### config.mk
export PLATFORM = sky130hd
export DESIGN_NAME = uart_rx_os_flat
export DESIGN_NICKNAME = d
export VERILOG_FILES = /design/src/rtl/uart_rx_os_if.sv /design/src/rtl/uart_rx_os.sv /design/src/flat_wrapper.sv
export SDC_FILE = /design/constraint.sdc
export NUM_CORES = 1
export LEC_CHECK = 0
export ABC_AREA = 1
export CAP_MARGIN = 20
export CORE_UTILIZATION = 51
export DETAILED_ROUTE_END_ITERATION = 16
export PLACE_DENSITY = 0.74
export SLEW_MARGIN = 20
export SYNTH_ARGS = -nofsm -noshare
export SYNTH_HDL_FRONTEND = slang
export SYNTH_SLANG_ARGS = --single-unit
export TNS_END_PERCENT = 10
### constraint.sdc
create_clock -name clk -period 2.3 [get_ports clk]
set_clock_uncertainty 0.1 [all_clocks]
set_input_delay 0.23 -clock clk [delete_from_list [all_inputs] [get_ports clk]]
set_output_delay 0.23 -clock clk [all_outputs]
set_load 0.01 [all_outputs]
### src/rtl/uart_rx_os_if.sv
// -----------------------------------------------------------------------------
// uart_rx_os_if
// Bundle of the serial-side and byte-side signals of the oversampling UART
// receiver. The receiver connects through the slave modport; the block that
// feeds the line and tick and consumes received words uses the master modport.
//
//   os_tick    : oversample tick pulse (OVERSAMPLE x baud)
//   rx_line    : asynchronous serial input, idle high
//   data_out   : last received word, held until the next frame completes
//   valid      : 1-clk pulse when a frame completes
//   parity_err : parity mismatch, qualified by valid
//   frame_err  : low stop bit seen, qualified by valid
//   busy       : receiver is inside a frame (FSM not idle)
// -----------------------------------------------------------------------------
interface uart_rx_os_if #(
  parameter int DATA_BITS = 8
);
  logic                 os_tick;
  logic                 rx_line;
  logic [DATA_BITS-1:0] data_out;
  logic                 valid;
  logic                 parity_err;
  logic                 frame_err;
  logic                 busy;

  modport master (
    output os_tick,
    output rx_line,
    input  data_out,
    input  valid,
    input  parity_err,
    input  frame_err,
    input  busy
  );

  modport slave (
    input  os_tick,
    input  rx_line,
    output data_out,
    output valid,
    output parity_err,
    output frame_err,
    output busy
  );
endinterface

### src/rtl/uart_rx_os.sv
// -----------------------------------------------------------------------------
// uart_rx_os
// Oversampling UART receiver. The line is synchronised, a falling edge opens
// a frame, the start bit is confirmed at mid-bit and every following bit is
// sampled one full bit time later. Supports 5..9 data bits (LSB first), no /
// odd / even parity and 1 or 2 stop bits. Frames with errors are still
// delivered; the error flags are pulsed together with valid.
//
// Ports:
//   clk  : system clock, rising edge
//   rst  : asynchronous active-high reset
//   bus  : uart_rx_os_if.slave (os_tick, rx_line in; data_out, valid,
//          parity_err, frame_err, busy out)
// -----------------------------------------------------------------------------
module uart_rx_os #(
  parameter int DATA_BITS   = 8,
  parameter int OVERSAMPLE  = 16,
  parameter int PARITY_MODE = 0,
  parameter int STOP_BITS   = 1
) (
  input  logic         clk,
  input  logic         rst,
  uart_rx_os_if.slave  bus
);

  localparam int CW = $clog2(OVERSAMPLE);
  localparam int BW = $clog2(DATA_BITS + 1);

  // Tick positions of the start-bit midpoint and of every later bit midpoint.
  localparam logic [CW-1:0] HALF_C = CW'(OVERSAMPLE / 2 - 1);
  localparam logic [CW-1:0] LAST_C = CW'(OVERSAMPLE - 1);
  localparam logic [BW-1:0] LAST_DATA_C = BW'(DATA_BITS - 1);
  localparam logic [BW-1:0] LAST_STOP_C = BW'(STOP_BITS - 1);

  typedef enum logic [2:0] {
    S_IDLE      = 3'd0,
    S_START     = 3'd1,
    S_DATA      = 3'd2,
    S_PARITY    = 3'd3,
    S_STOP      = 3'd4,
    S_WAIT_HIGH = 3'd5
  } state_t;

  // Parity check of a received word against its parity bit.
  function automatic logic parity_error(input logic [DATA_BITS-1:0] data,
                                        input logic par_bit);
    logic x;
    x = (^data) ^ par_bit;
    case (PARITY_MODE)
      1:       return (x != 1'b1);
      2:       return (x != 1'b0);
      default: return 1'b0;
    endcase
  endfunction

  state_t               state_r, state_s;
  logic                 rx_meta_r, rxs_r;
  logic [CW-1:0]        cnt_r;
  logic [BW-1:0]        bit_cnt_r;
  logic [DATA_BITS-1:0] shift_r;
  logic                 par_bit_r;
  logic                 ferr_r;
  logic [DATA_BITS-1:0] data_out_r;
  logic                 valid_r, parity_err_r, frame_err_r, busy_r;

  logic mid_tick_s, bit_tick_s, frame_done_s, ferr_s;

  // Two-flop synchroniser for the asynchronous serial line.
  always_ff @(posedge clk or posedge rst) begin
    if (rst) begin
      rx_meta_r <= 1'b1;
      rxs_r     <= 1'b1;
    end else begin
      rx_meta_r <= bus.rx_line;
      rxs_r     <= rx_meta_r;
    end
  end

  // FSM state register.
  always_ff @(posedge clk or posedge rst) begin
    if (rst) begin
      state_r <= S_IDLE;
    end else begin
      state_r <= state_s;
    end
  end

  // Next-state logic and frame-completion strobe.
  always_comb begin
    state_s      = state_r;
    mid_tick_s   = bus.os_tick && (cnt_r == HALF_C);
    bit_tick_s   = bus.os_tick && (cnt_r == LAST_C);
    // A low sample on the final stop bit counts toward the error reported now.
    ferr_s       = ferr_r | ~rxs_r;
    frame_done_s = 1'b0;
    case (state_r)
      S_IDLE: begin
        if (!rxs_r) state_s = S_START;
        else        state_s = S_IDLE;
      end
      S_START: begin
        if (mid_tick_s) state_s = rxs_r ? S_IDLE : S_DATA;
        else            state_s = S_START;
      end
      S_DATA: begin
        if (bit_tick_s && (bit_cnt_r == LAST_DATA_C))
          state_s = (PARITY_MODE != 0) ? S_PARITY : S_STOP;
        else
          state_s = S_DATA;
      end
      S_PARITY: begin
        if (bit_tick_s) state_s = S_STOP;
        else            state_s = S_PARITY;
      end
      S_STOP: begin
        if (bit_tick_s && (bit_cnt_r == LAST_STOP_C)) begin
          frame_done_s = 1'b1;
          state_s      = ferr_s ? S_WAIT_HIGH : S_IDLE;
        end else begin
          state_s = S_STOP;
        end
      end
      S_WAIT_HIGH: begin
        // A stuck-low line after a framing error must not open a new frame.
        if (rxs_r) state_s = S_IDLE;
        else       state_s = S_WAIT_HIGH;
      end
      default: state_s = S_IDLE;
    endcase
  end

  // Counters, shift register, error tracking and registered outputs.
  always_ff @(posedge clk or posedge rst) begin
    if (rst) begin
      cnt_r        <= CW'(0);
      bit_cnt_r    <= BW'(0);
      shift_r      <= DATA_BITS'(0);
      par_bit_r    <= 1'b0;
      ferr_r       <= 1'b0;
      data_out_r   <= DATA_BITS'(0);
      valid_r      <= 1'b0;
      parity_err_r <= 1'b0;
      frame_err_r  <= 1'b0;
      busy_r       <= 1'b0;
    end else begin
      valid_r      <= 1'b0;
      parity_err_r <= 1'b0;
      frame_err_r  <= 1'b0;
      busy_r       <= (state_s != S_IDLE);

      // Bit-time counter: restarts on every state change and after each
      // mid-bit sample, so it always measures from the last sample point.
      if ((state_s != state_r) || (state_r == S_IDLE) || (state_r == S_WAIT_HIGH))
        cnt_r <= CW'(0);
      else if (bit_tick_s)
        cnt_r <= CW'(0);
      else if (bus.os_tick)
        cnt_r <= cnt_r + CW'(1);

      if (state_s != state_r)
        bit_cnt_r <= BW'(0);
      else if (bit_tick_s)
        bit_cnt_r <= bit_cnt_r + BW'(1);

      // LSB arrives first, so shifting in from the top leaves it at bit 0.
      if ((state_r == S_DATA) && bit_tick_s)
        shift_r <= {rxs_r, shift_r[DATA_BITS-1:1]};

      if ((state_r == S_PARITY) && bit_tick_s)
        par_bit_r <= rxs_r;

      if (state_r == S_START)
        ferr_r <= 1'b0;
      else if ((state_r == S_STOP) && bit_tick_s && !rxs_r)
        ferr_r <= 1'b1;

      if (frame_done_s) begin
        data_out_r   <= shift_r;
        valid_r      <= 1'b1;
        parity_err_r <= parity_error(shift_r, par_bit_r);
        frame_err_r  <= ferr_s;
      end
    end
  end

  assign bus.data_out   = data_out_r;
  assign bus.valid      = valid_r;
  assign bus.parity_err = parity_err_r;
  assign bus.frame_err  = frame_err_r;
  assign bus.busy       = busy_r;

endmodule

### src/flat_wrapper.sv
// flat-port wrapper written by rule: the top's interface ports become plain ports
module uart_rx_os_flat 
#(
  parameter int DATA_BITS   = 8,
  parameter int OVERSAMPLE  = 16,
  parameter int PARITY_MODE = 0,
  parameter int STOP_BITS   = 1
)
  (clk, rst, bus_os_tick, bus_rx_line, bus_data_out, bus_valid, bus_parity_err, bus_frame_err, bus_busy);
  uart_rx_os_if #(.DATA_BITS(DATA_BITS)) bus_i ();
  input  logic clk;
  input  logic rst;
  input wire logic [$bits(bus_i.os_tick)-1:0] bus_os_tick;
  input wire logic [$bits(bus_i.rx_line)-1:0] bus_rx_line;
  output wire logic [$bits(bus_i.data_out)-1:0] bus_data_out;
  output wire logic [$bits(bus_i.valid)-1:0] bus_valid;
  output wire logic [$bits(bus_i.parity_err)-1:0] bus_parity_err;
  output wire logic [$bits(bus_i.frame_err)-1:0] bus_frame_err;
  output wire logic [$bits(bus_i.busy)-1:0] bus_busy;
  assign bus_i.os_tick = bus_os_tick;
  assign bus_i.rx_line = bus_rx_line;
  assign bus_data_out = bus_i.data_out;
  assign bus_valid = bus_i.valid;
  assign bus_parity_err = bus_i.parity_err;
  assign bus_frame_err = bus_i.frame_err;
  assign bus_busy = bus_i.busy;
  uart_rx_os #(.DATA_BITS(DATA_BITS), .OVERSAMPLE(OVERSAMPLE), .PARITY_MODE(PARITY_MODE), .STOP_BITS(STOP_BITS)) u_core (.clk(clk), .rst(rst), .bus(bus_i));
endmodule
==> metrics.md, run 1 <==
| Metric | Value |
|---|---|
| Status | finished, final reports clean |
| # DRC | 0 |
| Die Y | 58.3 um |
| Post-Route M1 WL | 1240 um |
| Crit end category | flip-flop |
| First-pass GRT wire length | 4740 um |
| CTS tree | yes |
| Seq/Total Area, Yosys | 51.3% |
| Fin Setup TNS | 0 ps |
| Setup Buffers After CTS | 0 |
| Die Wd | 58.3 um |
| Vias in the first global route | 1117 |
| CTS Hold Buffers Added | 0 |
| Leading area contributor after synthesis | dfrtp_1 |
| Post-synth ARST share | 100% |
| Worst reg2reg endpoint | u_core.shift_r[4] |
| Commonest non-fill, non-tap cell in the layout | nand2_1 |
| Root buf cell | clkbuf_4 |
| Starting Density | 53.3% |
| Worst path max stage delay | 390 ps |
| RSZ-0062 raised after global routing | false |
| Most frequent cell on the critical path | nand2_1 |
| CP top delay family | simple AND/OR/NAND/NOR gates |
| Cell area after synthesis | 1620 sq um |
| Drt via density | 4.71 |
| Global Route Usage Sum | 19.0% |
| Final Cell Area | 1860 sq um |
| Post_cts resized | 0 |
| Worst-path cell chain | ha_1 > nand2_2 > nor2_1 > buf_4 > nand2_1 > nand2_1 > o21ai_0 |
| Yosys Warn Count | 0 |
| Syn Inst Count | 180 |
| DRT iter0 DRCs | 53 |
| Post-route minimum period | 1850 ps |
| Num Clock Sinks | 33 |
| Period utilization | 80.4% |
| Number of synthesized flops with an enable pin | 0 |
| Utilization after layout | 61.6% |
| Peak VDD IR | 427 uV |
| Worst setup margin | 451 ps |
| Top cells by area, synth | dfrtp_1 48%, nand2_1 7.9%, o21ai_0 5.6%, inv_1 5.6%, nand2_2 4.3% |
| Initial antenna violation count | 0 |
| Final hold slack | 161 ps |
| Max-cap violations | 0 |
| Die ar. | 3400 sq um |
| Flop2flop setup slack | 450 ps |
| CTS clk-pin slew, worst paths | 100 ps |
| Post-place setup slack | 221 ps |
| Worst Path Required | 2400 ps |
| Highest metal used | met4 |
| Library cells used by synthesis | 28 |
| Maximum clock rate | 0.541 GHz |
| Post-Syn Area per Cell | 8.97 sq um |
| Met3 WL | 114 um |
| Largest net degree at the start of global routing | 34 |
| Syn nets | 187 |
| Post-DP HPWL | 1940 um |
| Slew Limit Fails | 0 |
| Met2 wire length | 1230 um |
| Reg2Reg Depth | 7 |
| Prevailing post-synth register cell | dfrtp_1 |
| Buf/Inv on CP | 1 |
| PwrDens | 738 nW/um^2 |
| Critical path's slowest cell | dfrtp_1 |
| H-Tree Depth | 2 |
| # IOs | 16 |
| FP Rows | 20 |
| Area of the core | 3030 sq um |
| Critical path launch point type | flip-flop |
| Placed cell areas | 1790 sq um |
| Crit Path Category | reg -> reg |
| DRT Wirelength | 2640 um |
| Grt total ovfl | 0 |
| Layout cells sized above 1 | 19.7% |
| Cts bufs inserted | 5 |
| Largest fanout on the critical path | 16 |
| Avg WL per Cell | 10.9 um |
| PortBufs | 14 |
| Final setup fails | 0 |
| Critical path arrival | 1950 ps |
| Final Hold Viols | 0 |
| CTS Buffer Depth | 2 |
| Antenna-violating nets left | 0 |
| Synth top area share | 48.0% |
| Nets | 205 |
| Worst-Skew Late Latency | 340 ps |
| DR pass1 iterations | 4 |
| Via Count | 1140 |
| Gpl congestion | 0.850 |
| Leak pwr | 0.000886 uW |
| # diodes | 0 |
| Highest-count cells in the layout ignoring fill and taps | 34 x nand2_1, 31 x dfrtp_1, 24 x inv_1 |
| R2R Path Start | u_core.cnt_r[1] |
| Synthesized flop and latch total | 33 |
| Area grow syn2layout | 15.4% |
| Worst Hold Class | in -> async |
cell type report:
cell class                      count  area (sq um)
Fill cell                         273          1160
Inverter                           27           101
Clock buffer                        5          37.5
Multi-Input combinational cell    115           652
Clock inverter                      2          35.0
Timing Repair Buffer               16           155
Sequential cell                    33           828
Tap cell                           44          55.1
per-stage QoR:
| stage | total power [uW] | std cells |
|---|---|---|
| 4_1_cts | 1390 | 242 |
| 3_5_place_dp | 977 | 235 |
| 5_1_grt | 1460 | 242 |
| 3_3_place_gp | 969 | 235 |
| 6_report | 1380 | 242 |
| 2_1_floorplan | 922 | 180 |
Yosys cell counts (3+ instances only):
cell type / n
o21ai_0: 18
inv_1: 24
nand2_2: 11
nand2_1: 34
nand4_1: 3
dfrtp_1: 31
nand3_1: 9
xor2_1: 5
ha_1: 3
inv_2: 3
nor2_1: 11
nor2_2: 6
per-layer routing:
metal  global-route usage [%]  vias to the layer above
met2                     28.9                       19
met1                     24.5                      520
met5                        0                        -
li1                         -                      595
met3                     6.92                        6
met4                     8.16                        0
report_power, final:
part / internal [uW] / switching, uW
registers: 617 / 46.1
clock network: 221 / 192
logic: 114 / 186
state kept, by name, indices dropped and copies added (netlist names):
signal / cells
u_core.bus.valid: 1
u_core.ferr_r: 1
u_core.bus.frame_err: 1
u_core.rx_meta_r: 1
u_core.bus.data_out: 8
u_core.bit_cnt_r: 4
u_core.cnt_r: 4
u_core.bus.busy: 1
u_core.shift_r: 8
u_core.state_r: 3
u_core.rxs_r: 1
worst register-to-register path: stages (launching register included):
cell	delay [ps]
dfrtp_1	390
ha_1	180
nand2_2	80
nor2_1	240
buf_4	220
nand2_1	260
nand2_1	140
o21ai_0	110
worst max-delay path by stage:
stage                                from                end  slack, ps  depth (start not counted)
after CTS                 u_core.cnt_r[1]  u_core.shift_r[4]        440                          6
after detailed placement      bus_os_tick  u_core.shift_r[4]        220                          7
final                     u_core.cnt_r[1]  u_core.shift_r[4]        450                          7
after global routing      u_core.cnt_r[1]  u_core.shift_r[4]        200                          6
after global placement        bus_os_tick  u_core.shift_r[1]        320                          7
after floorplan           u_core.cnt_r[0]    u_core.cnt_r[0]        650                          9
logic make-up (layout without fill, tap and decap cells):
| group | count (synthesis) | in the layout | share of synthesized area, % |
|---|---|---|---|
| AND/OR/NAND/NOR | 84 | 84 | 27.8 |
| flip-flops | 33 | 33 | 51.3 |
| buffers and inverters | 32 | 50 | 8.37 |
| AO/OA/AOI/OAI | 21 | 21 | 6.66 |
| XOR/XNOR | 5 | 5 | 2.71 |
| adder cells (fa/ha/maj) | 3 | 3 | 2.32 |
| other | 1 | 1 | 0.232 |
| multiplexers | 1 | 1 | 0.620 |
No activity file was read; power rests on OpenSTA's default activity.
==> run 2: changes to the inputs <==
- CORE_UTILIZATION: 51 -> 50
- PLACE_DENSITY: 0.74 -> 0.75
- clock period: 2.3 -> 1.54 ns (I/O delays scaled with it)
==> run 2 against run 1 <==
The run now ends with setup timing left. First-iteration DRC count fell by 49%. Routed wire length increased by 23%. Final cell count increased by 12%. Combinational power grew 100%. Die area increased by 1.9%. Flip-flop and latch count is the same. Total power is 49% higher. Critical path depth up 6. Sequential power up 49%. Critical endpoint is now u_core.cnt_r[3]. Largest cell class unchanged. Highest routed layer unchanged.
==> metrics.md, run 2 (same netlist as run 1, synthesis figures left out) <==
| Metric | Value |
|---|---|
| Combinational share of power | 29.6% (+7.8 points) |
| Post-DP HPWL | 2400 um (+24%) |
| Grt total ovfl | 0 (unchanged) |
| DR pass1 iterations | 4 (unchanged) |
| Critical path launch point type | flip-flop |
| Avg WL per Cell | 11.9 um (+9.1%) |
| Crit end category | flip-flop |
| Vias in the first global route | 1356 (+21%) |
| Num Clock Sinks | 33 (unchanged) |
| Fin Setup TNS | -2150 ps (-2150 ps) |
| PortBufs | 14 (unchanged) |
| Antenna-violating nets left | 0 (unchanged) |
| Max-cap violations | 0 (unchanged) |
| Post-place setup slack | -333 ps (-555 ps) |
| Layout cells sized above 1 | 33.3% (+14 points) |
| Period utilization | 112% (+31 points) |
| Worst Path Required | 1700 ps (-700 ps) |
| Highest-count cells in the layout ignoring fill and taps | 30 x nand2_1, 29 x dfrtp_1, 28 x buf_4 |
| DRT Wirelength | 3230 um (+23%) |
| Nets | 234 (+14%) |
| Fillers | 264 (-3.3%) |
| Register share of total power | 48.0% (-0.2 points) |
| Final Non-Filler Cells | 272 (+12%) |
| # IOs | 16 (unchanged) |
| CTS tree | yes |
| Largest fanout on the critical path | 4 (-12) |
| Slew Limit Fails | 0 (unchanged) |
| PwrDens | 961 nW/um^2 (+30%) |
| Cts bufs inserted | 5 (unchanged) |
| Internal | 1370 uW (+44%) |
| Critical path arrival | 1890 ps (-60 ps) |
| Initial antenna violation count | 0 (unchanged) |
| Failing checks | setup timing |
| Gpl congestion | 0.889 (+4.6%) |
| Peak VDD IR | 676 uV (+58%) |
| Root buf cell | clkbuf_4 |
| H-Tree Depth | 2 (unchanged) |
| CP startpoint | u_core.cnt_r[0] |
| Area grow syn2layout | 32.4% |
| Starting Density | 52.9% (-0.44 points) |
| Sw power | 682 uW (+61%) |
| Leak pwr | 0.00106 uW (+20%) |
| Worst-Skew Late Latency | 340 ps (about the same) |
| Maximum clock rate | 0.581 GHz (+7.3%) |
| Via Count | 1268 (+11%) |
| RSZ-0062 raised after global routing | true |
| Switching Share | 33.2% (+2.3 points) |
| Clock share of power | 22.4% (-7.6 points) |
| Global Route Usage Sum | 21.8% (+2.8 points) |
| # placed instances | 261 (+11%) |
| R2R Path Start | u_core.cnt_r[0] |
| Commonest non-fill, non-tap cell in the layout | nand2_1 |
| Die Wd | 58.8 um (+0.96%) |
| First-pass GRT wire length | 5550 um (+17%) |
| Largest net degree at the start of global routing | 34 (unchanged) |
| Crit Path Category | reg -> reg |
| # diodes | 0 (unchanged) |
| DRT iter0 DRCs | 27 (-49%) |
| Area of the core | 3050 sq um (+0.83%) |
| Status | finished with violations |
| Post-route minimum period | 1720 ps (-126 ps) |
| Final Hold Viols | 0 (unchanged) |
| CTS Buffer Depth | 2 (unchanged) |
| Footprint of the multi-input gates | 694 sq um (+6.5%) |
| Drt via density | 4.66 (-1.0%) |
| # DRC | 0 (unchanged) |
| Die ar. | 3460 sq um (+1.9%) |
| Final setup fails | 22 (+22) |
| Worst Hold Class | in -> async |
| Die Y | 58.8 um (+0.96%) |
| CTS clk-pin slew, worst paths | 110 ps (about the same) |
| Final hold slack | 50.0 ps (-111 ps) |
| Register area | 831 sq um (+0.30%) |
| FP Rows | 20 (unchanged) |
| Worst setup margin | -182 ps (-634 ps) |
==> run 2: cell count changes in the layout (fill, tap and decap cells not counted), sizes merged <==
cell,previous run,this run
buf,2,31
bufinv,1,0
clkbuf,5,7
clkdlybuf4s50,14,13
dlymetal6s2s,0,1
==> run 2: cell type report <==
class	instances	share of cell area, %
inverters	27	4.86
multi-input cells	115	32.5
flip-flops and latches	33	38.9
clock buffers	7	2.11
repair buffers	45	18.9
clock inverters	1	0.234
well taps	44	2.57
==> run 2: repair_timing <==
item | CTS | global route
gates resized for setup | 6 | 7
pin swaps | 3 | 3
hold buffers | 0 | 0
endpoints found under the setup margin | 25 | 27
cloned | 0 | 0
buffers inserted | 1 | 2
==> run 2: worst max-delay path, cell delays in order, from the launching register on <==
cell and delay, ps:
dfrtp_1 370, ha_2 200, nand2_4 60, inv_4 60, nand2_2 70, nand2_2 70
nand2_2 60, nor2_4 120, nand2_2 70, nand2_2 60, nand2_2 50, nor2_4 120
nand3_4 120, nor2_2 120
==> run 2: layer usage <==
metal  global-route usage [%]  share of wire [%]  up-vias
li1                         -                  -      656
met1                     24.5                 44      584
met2                     39.0                 51       21
met3                     5.49                2.9        7
met4                     9.18                2.3        0
met5                        0                  0        -
==> run 2: path summary, 6_finish.rpt <==
kind | slack (ps) | cells past startpoint | to
worst max-delay path | -180 | 13 | u_core.cnt_r[3]
worst min-delay path | 50 | 3 | u_core.bus.data_out[0]
worst min register to register | 260 | 0 | u_core.rxs_r
worst max register to register | -180 | 13 | u_core.cnt_r[3]
max in group asynchronous | 1030 | 3 | u_core.rx_meta_r
min in group clk | 120 | 1 | u_core.rx_meta_r
==> run 2: stage by stage <==
step                      utilization [%]  cell area (sq um)  total power [uW]
after global routing                 70.0               2140              2170
after detailed placement             66.4               2030              1570
final                                70.0               2140              2060
after floorplan                         -               1630              1390
after global placement               66.4               2030              1550
after CTS                            68.9               2100              2030
==> run 2: power groups by stage <==
stage,sequential [uW],clock [uW],combinational [uW]
after detailed placement,999,0,574
final,986,461,609
after global placement,996,0,557
after CTS,983,470,576
after floorplan,979,0,414
after global routing,992,497,677
==> run 3: changes to the inputs <==
- ABC_CLOCK_PERIOD_IN_PS: default -> 1540
- CTS_CLUSTER_SIZE: default -> 12
==> results of run 3 <==
Final layout, timing and power as in run 2 (identical DEF).
